===== src/rtl/ram_fifo_ctrl.sv =====
// rtl/ram_fifo_ctrl.sv - FIFO controller wrapped around an external dual-port RAM with registered read
//
// Purpose:
//   Keeps the write and read pointers and the occupancy count for a FIFO
//   whose storage is an external dual-port RAM. The RAM has one cycle of
//   read latency, and the popped word comes back on pop_data in the cycle
//   after the pop is accepted.
//
// Ports:
//   clk, rst_n              clock, asynchronous active-low reset
//   push, push_data         producer write request and data
//   pop                     consumer read request
//   pop_data, pop_valid     popped word, valid for one cycle after an accepted pop
//   full, empty, count      registered occupancy status (count is 0..DEPTH)
//   overflow, underflow     one-cycle pulses after a rejected push or pop
//   ram_wr_en/addr, ram_din RAM write port (combinational from the request)
//   ram_rd_en/addr          RAM read port (combinational from the request)
//   ram_dout                RAM registered read data

module ram_fifo_ctrl #(
    parameter int DATA_W = 8,
    parameter int ADDR_W = 4
) (
    input  logic              clk,
    input  logic              rst_n,
    input  logic              push,
    input  logic [DATA_W-1:0] push_data,
    input  logic              pop,
    output logic [DATA_W-1:0] pop_data,
    output logic              pop_valid,
    output logic              full,
    output logic              empty,
    output logic [ADDR_W:0]   count,
    output logic              overflow,
    output logic              underflow,
    output logic              ram_wr_en,
    output logic [ADDR_W-1:0] ram_wr_addr,
    output logic [DATA_W-1:0] ram_din,
    output logic              ram_rd_en,
    output logic [ADDR_W-1:0] ram_rd_addr,
    input  logic [DATA_W-1:0] ram_dout
);

    localparam logic [ADDR_W:0] DEPTH = ADDR_W'(1) << ADDR_W;

    logic [ADDR_W-1:0] wr_ptr_q, wr_ptr_d;
    logic [ADDR_W-1:0] rd_ptr_q, rd_ptr_d;
    logic [ADDR_W:0]   count_q,  count_d;
    logic              full_q,   empty_q;
    logic              pop_valid_q;
    logic [DATA_W-1:0] pop_hold_q;
    logic              overflow_q, underflow_q;

    logic push_ok, pop_ok;

    // Decisions use the registered flags of the current cycle. Gating with
    // rst_n keeps the RAM strobes low while reset is held even if the
    // requesters are active. With both requests present, full rejects the
    // push and empty rejects the pop, so a read never bypasses a write.
    assign push_ok = rst_n & push & ~full_q;
    assign pop_ok  = rst_n & pop  & ~empty_q;

    // Next-state logic. The pointers are exactly ADDR_W bits wide, so they
    // wrap modulo the depth without any extra handling.
    always_comb begin
        wr_ptr_d = wr_ptr_q;
        rd_ptr_d = rd_ptr_q;
        count_d  = count_q;
        if (push_ok) begin
            wr_ptr_d = wr_ptr_q + 1'b1;
        end
        if (pop_ok) begin
            rd_ptr_d = rd_ptr_q + 1'b1;
        end
        case ({push_ok, pop_ok})
            2'b10:   count_d = count_q + 1'b1;
            2'b01:   count_d = count_q - 1'b1;
            default: count_d = count_q;
        endcase
    end

    always_ff @(posedge clk or negedge rst_n) begin
        if (!rst_n) begin
            wr_ptr_q    <= '0;
            rd_ptr_q    <= '0;
            count_q     <= '0;
            full_q      <= 1'b0;
            empty_q     <= 1'b1;
            pop_valid_q <= 1'b0;
            pop_hold_q  <= '0;
            overflow_q  <= 1'b0;
            underflow_q <= 1'b0;
        end else begin
            wr_ptr_q    <= wr_ptr_d;
            rd_ptr_q    <= rd_ptr_d;
            count_q     <= count_d;
            // Flags come from the next count so they agree with count in
            // every cycle.
            full_q      <= (count_d == DEPTH);
            empty_q     <= (count_d == '0);
            pop_valid_q <= pop_ok;
            overflow_q  <= push & ~push_ok;
            underflow_q <= pop  & ~pop_ok;
            // Remember the word delivered this cycle so pop_data holds it
            // once pop_valid drops.
            if (pop_valid_q) begin
                pop_hold_q <= ram_dout;
            end
        end
    end

    // RAM ports: driven in the same cycle as the accepted request.
    assign ram_wr_en   = push_ok;
    assign ram_wr_addr = wr_ptr_q;
    assign ram_din     = push_data;
    assign ram_rd_en   = pop_ok;
    assign ram_rd_addr = rd_ptr_q;

    // The RAM output register already holds the popped word in the valid
    // cycle; passing it straight through avoids a second cycle of latency.
    assign pop_data  = pop_valid_q ? ram_dout : pop_hold_q;
    assign pop_valid = pop_valid_q;
    assign full      = full_q;
    assign empty     = empty_q;
    assign count     = count_q;
    assign overflow  = overflow_q;
    assign underflow = underflow_q;

endmodule


===== config.mk =====
export PLATFORM = sky130hd
export DESIGN_NAME = ram_fifo_ctrl
export DESIGN_NICKNAME = d
export VERILOG_FILES = /design/src/rtl/ram_fifo_ctrl.sv
export SDC_FILE = /design/constraint.sdc
export NUM_CORES = 1
export LEC_CHECK = 0
export CAP_MARGIN = 5
export CORE_AREA = 10 10 61 63
export CTS_BUF_LIST = sky130_fd_sc_hd__clkbuf_8
export DETAILED_ROUTE_END_ITERATION = 8
export DIE_AREA = 0 0 71 73
export DONT_BUFFER_PORTS = 1
export PLACE_DENSITY = 0.65
export SYNTH_ARGS = -nofsm -noshare
export SYNTH_HDL_FRONTEND = slang
export SYNTH_SLANG_ARGS = --single-unit

===== constraint.sdc =====
create_clock -name clk -period 2.64 [get_ports clk]
set_clock_uncertainty 0.05 [all_clocks]
set_input_delay 0.528 -clock clk [delete_from_list [all_inputs] [get_ports clk]]
set_output_delay 0.528 -clock clk [all_outputs]
set_load 0.005 [all_outputs]

==> results.sh, run 1 <==
export IMPL_final_cells=137
export IMPL_die_area_um2=5180
export IMPL_vias_per_cell=5.71
export IMPL_dp_cells=132
export IMPL_ir_drop_mv=0.579
export IMPL_synthesis_nets=135
export IMPL_min_period_ns=2.50
export IMPL_max_stage_delay_ns=0.56
export IMPL_htreeDepth=1
export IMPL_yosysSeqAreaShare_pct=50.8
export IMPL_grt_usage_pct=9.77
export IMPL_synth_seq_cells=26
export IMPL_setup_tns_ns=0
export IMPL_root_buffer="clkbuf_8"
export IMPL_cts_reportedPaths_clkPinSlew_ns=0.09
export IMPL_drt_pre_antenna_iters=4
export IMPL_crit_family="multiplexers"
export IMPL_finalHoldViolations=0
export IMPL_drt_drc_violations_left=0
export IMPL_antenna_found_initial=0
export IMPL_syn_area_um2=1280
export IMPL_synth_top_area_share_pct=48.7
export IMPL_num_rows=19
export IMPL_maxSlewViolCount=0
export IMPL_grt_pass1_vias=770
export IMPL_clock_sinks=26
export IMPL_tritoncts="built"
export IMPL_synth_edf_count=0
export IMPL_n_antenna_cell=0
export IMPL_grt_max_degree=26
export IMPL_die_x_um=71
export IMPL_cts_buffers_inserted=3
export IMPL_rsz0062_at_grt="false"
export IMPL_maxCapViolCount=0
export IMPL_synth_warning_count=0
export IMPL_place_congestion=0.900
export IMPL_port_buffer_count=0
export IMPL_synthCells=110
export IMPL_num_vias=782
export IMPL_status="finished clean"
export IMPL_clock_path_buffers=2
export IMPL_syn_area_per_cell_um2=11.7
export IMPL_detail_route_wl_per_cell_um=18.5
export IMPL_final_layout_size_suffix_gt1_share_pct=16.0
export IMPL_yosysTopAreaCell="dfrtp_1"
export IMPL_post_dp_hpwl_um=2030
export IMPL_wirelength_um=2540
export IMPL_ant_nets=0
export IMPL_met3_usage_pct=5.31
export IMPL_cp_num_buf_inv=1
export IMPL_initial_utilization_pct=49.1
export IMPL_grt_busiest_layer="met2"
export IMPL_grt_use_met2_pct=14.4
export IMPL_p_leak_nw=0.599
export IMPL_crit_slowest_cell="dfstp_2"
export IMPL_power_density_nw_per_um2=1070
export IMPL_cp_required_ns=2.76
export IMPL_synth_commonest_cells="dfrtp_1, nand2_1, buf_4, xnor2_1"
export IMPL_slew_headroom_pct=27.8
export IMPL_start_kind="flip-flop"
export IMPL_finalNetCount=132
export IMPL_synthTopCellsByArea="dfrtp_1, xnor2_1, ha_1"
export IMPL_fp_coreArea_um2=2620
export IMPL_yosys_most_used_dff="dfrtp_1"
export IMPL_fmax_mhz=400
export IMPL_drt_iter0_markers=58
export IMPL_ys_types=37
export IMPL_hp_class="primary input to async pin"
export IMPL_io_pins=56
export IMPL_worstPathArrival_ns=2.62
export IMPL_fp_dieH_um=73
export IMPL_endpoint_kind="flip-flop"
export IMPL_grt_ovfl_total=0
export IMPL_async_reset_ff_share_pct=100
export IMPL_grt_pass1_wl_um=4130
export IMPL_setup_violations=0
export IMPL_synthToLayoutAreaGrowth_pct=3.41
export IMPL_critPathKind="flip-flop to flip-flop"
export IMPL_post_cts_buffers=0
export IMPL_holdWs_ns=0.0530
export IMPL_cp_max_fo=4
export IMPL_synth_most_common_cell="dfrtp_1"
export IMPL_path_cells="or2_4 > inv_2 > ha_1 > xor2_1 > ha_1 > a21o_1 > mux2_4 > mux2_4 > a211oi_1"
export IMPL_grt_use_met1_pct=11.6
export IMPL_max_slew_worst_pin_slew_ns=1.08
export IMPL_clk_latency_ns=0.26
export IMPL_finalCritPeriodShare_pct=94.6
==> cells in the final DEF, fill, tap and decap left out, types with 2 or more instances in the layout <==
| cell type | synthesis | routed |
|---|---|---|
| and3b_1 | 2 | 2 |
| buf_4 | 8 | 3 |
| clkbuf_8 | 0 | 4 |
| dfrtp_1 | 25 | 25 |
| ha_1 | 5 | 5 |
| inv_1 | 4 | 4 |
| inv_2 | 2 | 2 |
| mux2_1 | 5 | 5 |
| mux2_2 | 4 | 4 |
| mux2_4 | 2 | 2 |
| nand2_1 | 13 | 13 |
| nand4_1 | 2 | 2 |
| nor2_1 | 2 | 2 |
| nor3b_1 | 2 | 2 |
| o21ai_0 | 3 | 3 |
| xnor2_1 | 8 | 8 |
==> sequential cells by signal (all words and copies together) (netlist names) <==
register / flops
count: 5
empty: 1
full: 1
overflow: 1
pop_hold_q: 8
pop_valid: 1
ram_rd_addr: 4
ram_wr_addr: 4
underflow: 1
==> cell type report <==
type,count,area [um^2]
inverter,6,22.5
multi-input combinational,66,527
sequential,26,652
tap,31,38.8
fill,240,1290
clock buffer,4,55.1
timing repair buffer,4,32.5
==> logic make-up (layout without fill, tap and decap cells) <==
kind of cell | after synthesis | count (layout) | share of synthesized area (%)
AND/OR/NAND/NOR | 28 | 28 | 12.0
flip-flops | 26 | 26 | 50.8
buffers and inverters | 18 | 14 | 8.38
AO/OA/AOI/OAI | 13 | 13 | 7.60
multiplexers | 11 | 11 | 10.2
XOR/XNOR | 9 | 9 | 6.14
adder cells (fa/ha/maj) | 5 | 5 | 4.87
==> worst paths after layout <==
path,from,endpoint,slack (ns),cells after the start
hold reg to reg,ram_rd_addr[3],ram_rd_addr[3],0.45,1
setup reg to reg,empty,full,0.14,9
max in group asynchronous,rst_n,pop_hold_q[0],1.03,1
min in group clk,rst_n,overflow,0.32,1
setup / recovery,empty,full,0.14,9
hold / removal,rst_n,empty,0.05,0
==> per-layer routing <==
| layer | share of wire, % | wire length [um] | up-vias |
|---|---|---|---|
| met1 | 43 | 1080 | 386 |
| met2 | 44 | 1110 | 28 |
| met4 | 0.51 | 13 | 0 |
| met5 | 0 | 0 | - |
| met3 | 13 | 336 | 4 |
| li1 | - | - | 364 |
==> worst reg2reg max path, delay by kind of cell, from the launching register on <==
| kind | cells | cell delay, ns |
|---|---|---|
| muxes | 2 | 0.62 |
| DFF | 1 | 0.56 |
| adders and majority gates | 2 | 0.42 |
| AOI/OAI and AO/OA | 2 | 0.42 |
| xor gates and xnor gates | 1 | 0.17 |
| and+or+nand+nor | 1 | 0.14 |
| buffers and inverters | 1 | 0.04 |
==> where the power goes <==
part           leakage (nW)  switching [mW]  total, mW  internal, mW
logic                 0.259           0.210      0.436         0.226
clock network        0.0288           0.114      0.247         0.133
registers             0.312           0.186      0.735         0.549
total                 0.599           0.510       1.42         0.909
==> through the flow <==
| stage | utilization, % | power, mW | setup WS [ns] | area, um^2 |
|---|---|---|---|---|
| after global placement | 48.2 | 1.16 | 0.0925 | 1260 |
| after detailed placement | 48.2 | 1.18 | 0.0263 | 1260 |
| after global routing | 50.8 | 1.55 | 0.0323 | 1330 |
| final | 50.8 | 1.42 | 0.141 | 1330 |
| after CTS | 50.7 | 1.44 | 0.0511 | 1330 |
| after floorplan | - | 1.07 | 0.00574 | 1280 |
==> timing repair <==
item / 4_1_cts / 5_1_grt
endpoints found under the setup margin: 0 / 2
gates resized for setup: 0 / 1
hold buffers: 1 / 0
endpoints found under the hold margin: 25 / 0
Note: power is estimated with default switching activity, not from simulation.
==> run 2, diff against run 1 <==
CORE_AREA = 10 10 72 74   (was 10 10 61 63)
DIE_AREA = 0 0 82 84   (was 0 0 71 73)
PLACE_DENSITY = 0.47   (was 0.65)
SLEW_MARGIN = 20   (was not set)
==> run 2 against run 1 <==
- non-clock buffer count rose by 1
- sequential power about the same
- routed wire length is 14% higher
- critical endpoint is now empty
- via count up 1.0%
- clock power hardly changed
- maximum frequency fell by 1.1%
- utilization decreased by 15 points
- cell count grew 15%
- highest routed layer unchanged
- sequential cell count stayed put
- power grew 1.4%
- worst hold slack got worse by 0.034 ns
- combinational power grew 4%
==> results.sh, run 2 (same netlist as run 1, synthesis figures left out) <==
export IMPL_status="finished clean"
export IMPL_num_rows=23
export IMPL_clkPwrFrac_pct=17.3
export IMPL_layout_commonest_cell="dfrtp_1"
export IMPL_ant_nets=0
export IMPL_top_layer_used="met4"
export IMPL_clk_latency_ns=0.26
export IMPL_worstPathArrival_ns=2.68
export IMPL_multi_input_area_um2=534
export IMPL_p_leak_nw=0.609
export IMPL_startpoint="empty"
export IMPL_grt_usage_pct=8.59
export IMPL_met1_length_um=1030
export IMPL_reg2reg_depth=9
export IMPL_power_density_nw_per_um2=1040
export IMPL_max_slew_worst_pin_slew_ns=0.420
export IMPL_root_buffer="clkbuf_8"
export IMPL_cp_max_fo=3
export IMPL_grt_pass1_vias=838
export IMPL_drt_pre_antenna_iters=4
export IMPL_holdWs_ns=0.0193
export IMPL_maxCapViolCount=0
export IMPL_slew_headroom_pct=71.8
export IMPL_setup_violations=0
export IMPL_wl_met3_um=494
export IMPL_cts_reportedPaths_clkPinSlew_ns=0.09
export IMPL_initial_utilization_pct=33.3
export IMPL_antenna_found_initial=0
export IMPL_fillers=392
export IMPL_place_congestion=0.856
export IMPL_start_kind="flip-flop"
export IMPL_dp_cells=152
export IMPL_die_area_um2=6890
export IMPL_p_sw_share_pct=36.4
export IMPL_cp_required_ns=2.80
export IMPL_largest_reg_flops=8
export IMPL_tritoncts="built"
export IMPL_regArea_um2=652
export IMPL_grt_pass1_wl_um=4690
export IMPL_num_vias=790
export IMPL_largest_register="pop_hold_q"
export IMPL_cts_buffers_inserted=3
export IMPL_ir_drop_mv=0.298
export IMPL_p_seq_share_pct=51.0
export IMPL_fp_coreArea_um2=3860
export IMPL_fp_dieH_um=84
export IMPL_internal_power_mw=0.915
export IMPL_hp_class="primary input to async pin"
export IMPL_timing_rr_start="empty"
export IMPL_rsz0062_at_grt="false"
export IMPL_min_period_ns=2.53
export IMPL_post_dp_hpwl_um=2270
export IMPL_worst_r2r_endpoint="empty"
export IMPL_htreeDepth=1
export IMPL_finalHoldViolations=0
export IMPL_finalPower_mw=1.44
export IMPL_drt_iter0_markers=27
export IMPL_synthToLayoutAreaGrowth_pct=7.21
export IMPL_grt_max_degree=26
export IMPL_port_buffer_count=0
export IMPL_wirelength_um=2890
export IMPL_n_antenna_cell=0
export IMPL_fmax_mhz=396
export IMPL_vias_per_cell=5.03
export IMPL_clock_path_buffers=2
export IMPL_finalNetCount=133
export IMPL_post_cts_buffers=0
export IMPL_finalCritPeriodShare_pct=95.6
export IMPL_setup_tns_ns=0
export IMPL_final_cell_mix="dfrtp_1, nand2_1, xnor2_1, mux2_1, ha_1"
export IMPL_drt_drc_violations_left=0
export IMPL_detail_route_wl_per_cell_um=18.4
export IMPL_placed_area_um2=1290
export IMPL_clock_sinks=26
export IMPL_reg2reg_slack_ns=0.11
export IMPL_maxSlewViolCount=0
export IMPL_final_cells=157
export IMPL_endpoint_kind="flip-flop"
export IMPL_p_comb_share_pct=31.7
export IMPL_final_area_um2=1380
export IMPL_io_pins=56
export IMPL_critPathKind="flip-flop to flip-flop"
export IMPL_power_switching_mw=0.523
export IMPL_final_layout_size_suffix_gt1_share_pct=18.7
export IMPL_die_x_um=82
export IMPL_wl_met2_um=1360
export IMPL_grt_ovfl_total=0
==> run 2: worst max-delay path, stage by stage (launching register included) <==
cell and delay, ns:
dfstp_2 0.57, or2_1 0.14, inv_2 0.04, ha_1 0.20, xor2_1 0.16, ha_1 0.23
a21o_1 0.20, mux2_4 0.32, mux2_4 0.31, and4bb_1 0.26
==> run 2: per-stage QoR <==
stage	setup WS, ns	utilization, %
2_1_floorplan	0.00574	-
5_1_grt	0.00245	35.7
4_1_cts	0.102	35.4
6_report	0.115	35.7
3_5_place_dp	0.0666	33.5
3_3_place_gp	0.0946	33.5
==> run 2: power groups by stage <==
stage / clock, mW / combinational [mW] / sequential, mW
finish: 0.249 / 0.455 / 0.734
global route: 0.278 / 0.522 / 0.772
CTS: 0.259 / 0.446 / 0.748
detailed placement: 0 / 0.433 / 0.755
global placement: 0 / 0.422 / 0.753
floorplan: 0 / 0.398 / 0.672
==> run 2: repair_timing <==
action | CTS | global route
setup endpoints to repair | 0 | 1
hold endpoints to repair | 25 | 0
gates resized for setup | 0 | 2
hold buffers | 1 | 0
==> run 2: cell type report <==
| class | count | area share (%) |
|---|---|---|
| sequential | 26 | 47.4 |
| multi-input combinational | 66 | 38.8 |
| tap | 50 | 4.55 |
| clock buffer | 4 | 4.00 |
| timing repair buffer | 5 | 3.64 |
| inverter | 6 | 1.64 |
==> run 2: worst max path at each step <==
stage	endpoint	slack, ns	cells after the start
after global placement	full	0.09	10
after CTS	full	0.10	9
after global routing	empty	0.002	9
final	empty	0.11	9
after detailed placement	full	0.07	10
after floorplan	empty	0.006	11
==> run 2: per-layer routing <==
layer  GRT usage (%)  vias to the layer above
met5               0                        -
met4            2.63                        0
met3            5.60                        4
met2            13.2                       41
met1            9.33                      379
li1                -                      366
==> run 3, diff against run 2 <==
CTS_BUF_LIST = not set   (was sky130_fd_sc_hd__clkbuf_8)
==> results of run 3 <==
The final DEF is identical to that of run 2; final timing and power are the same.
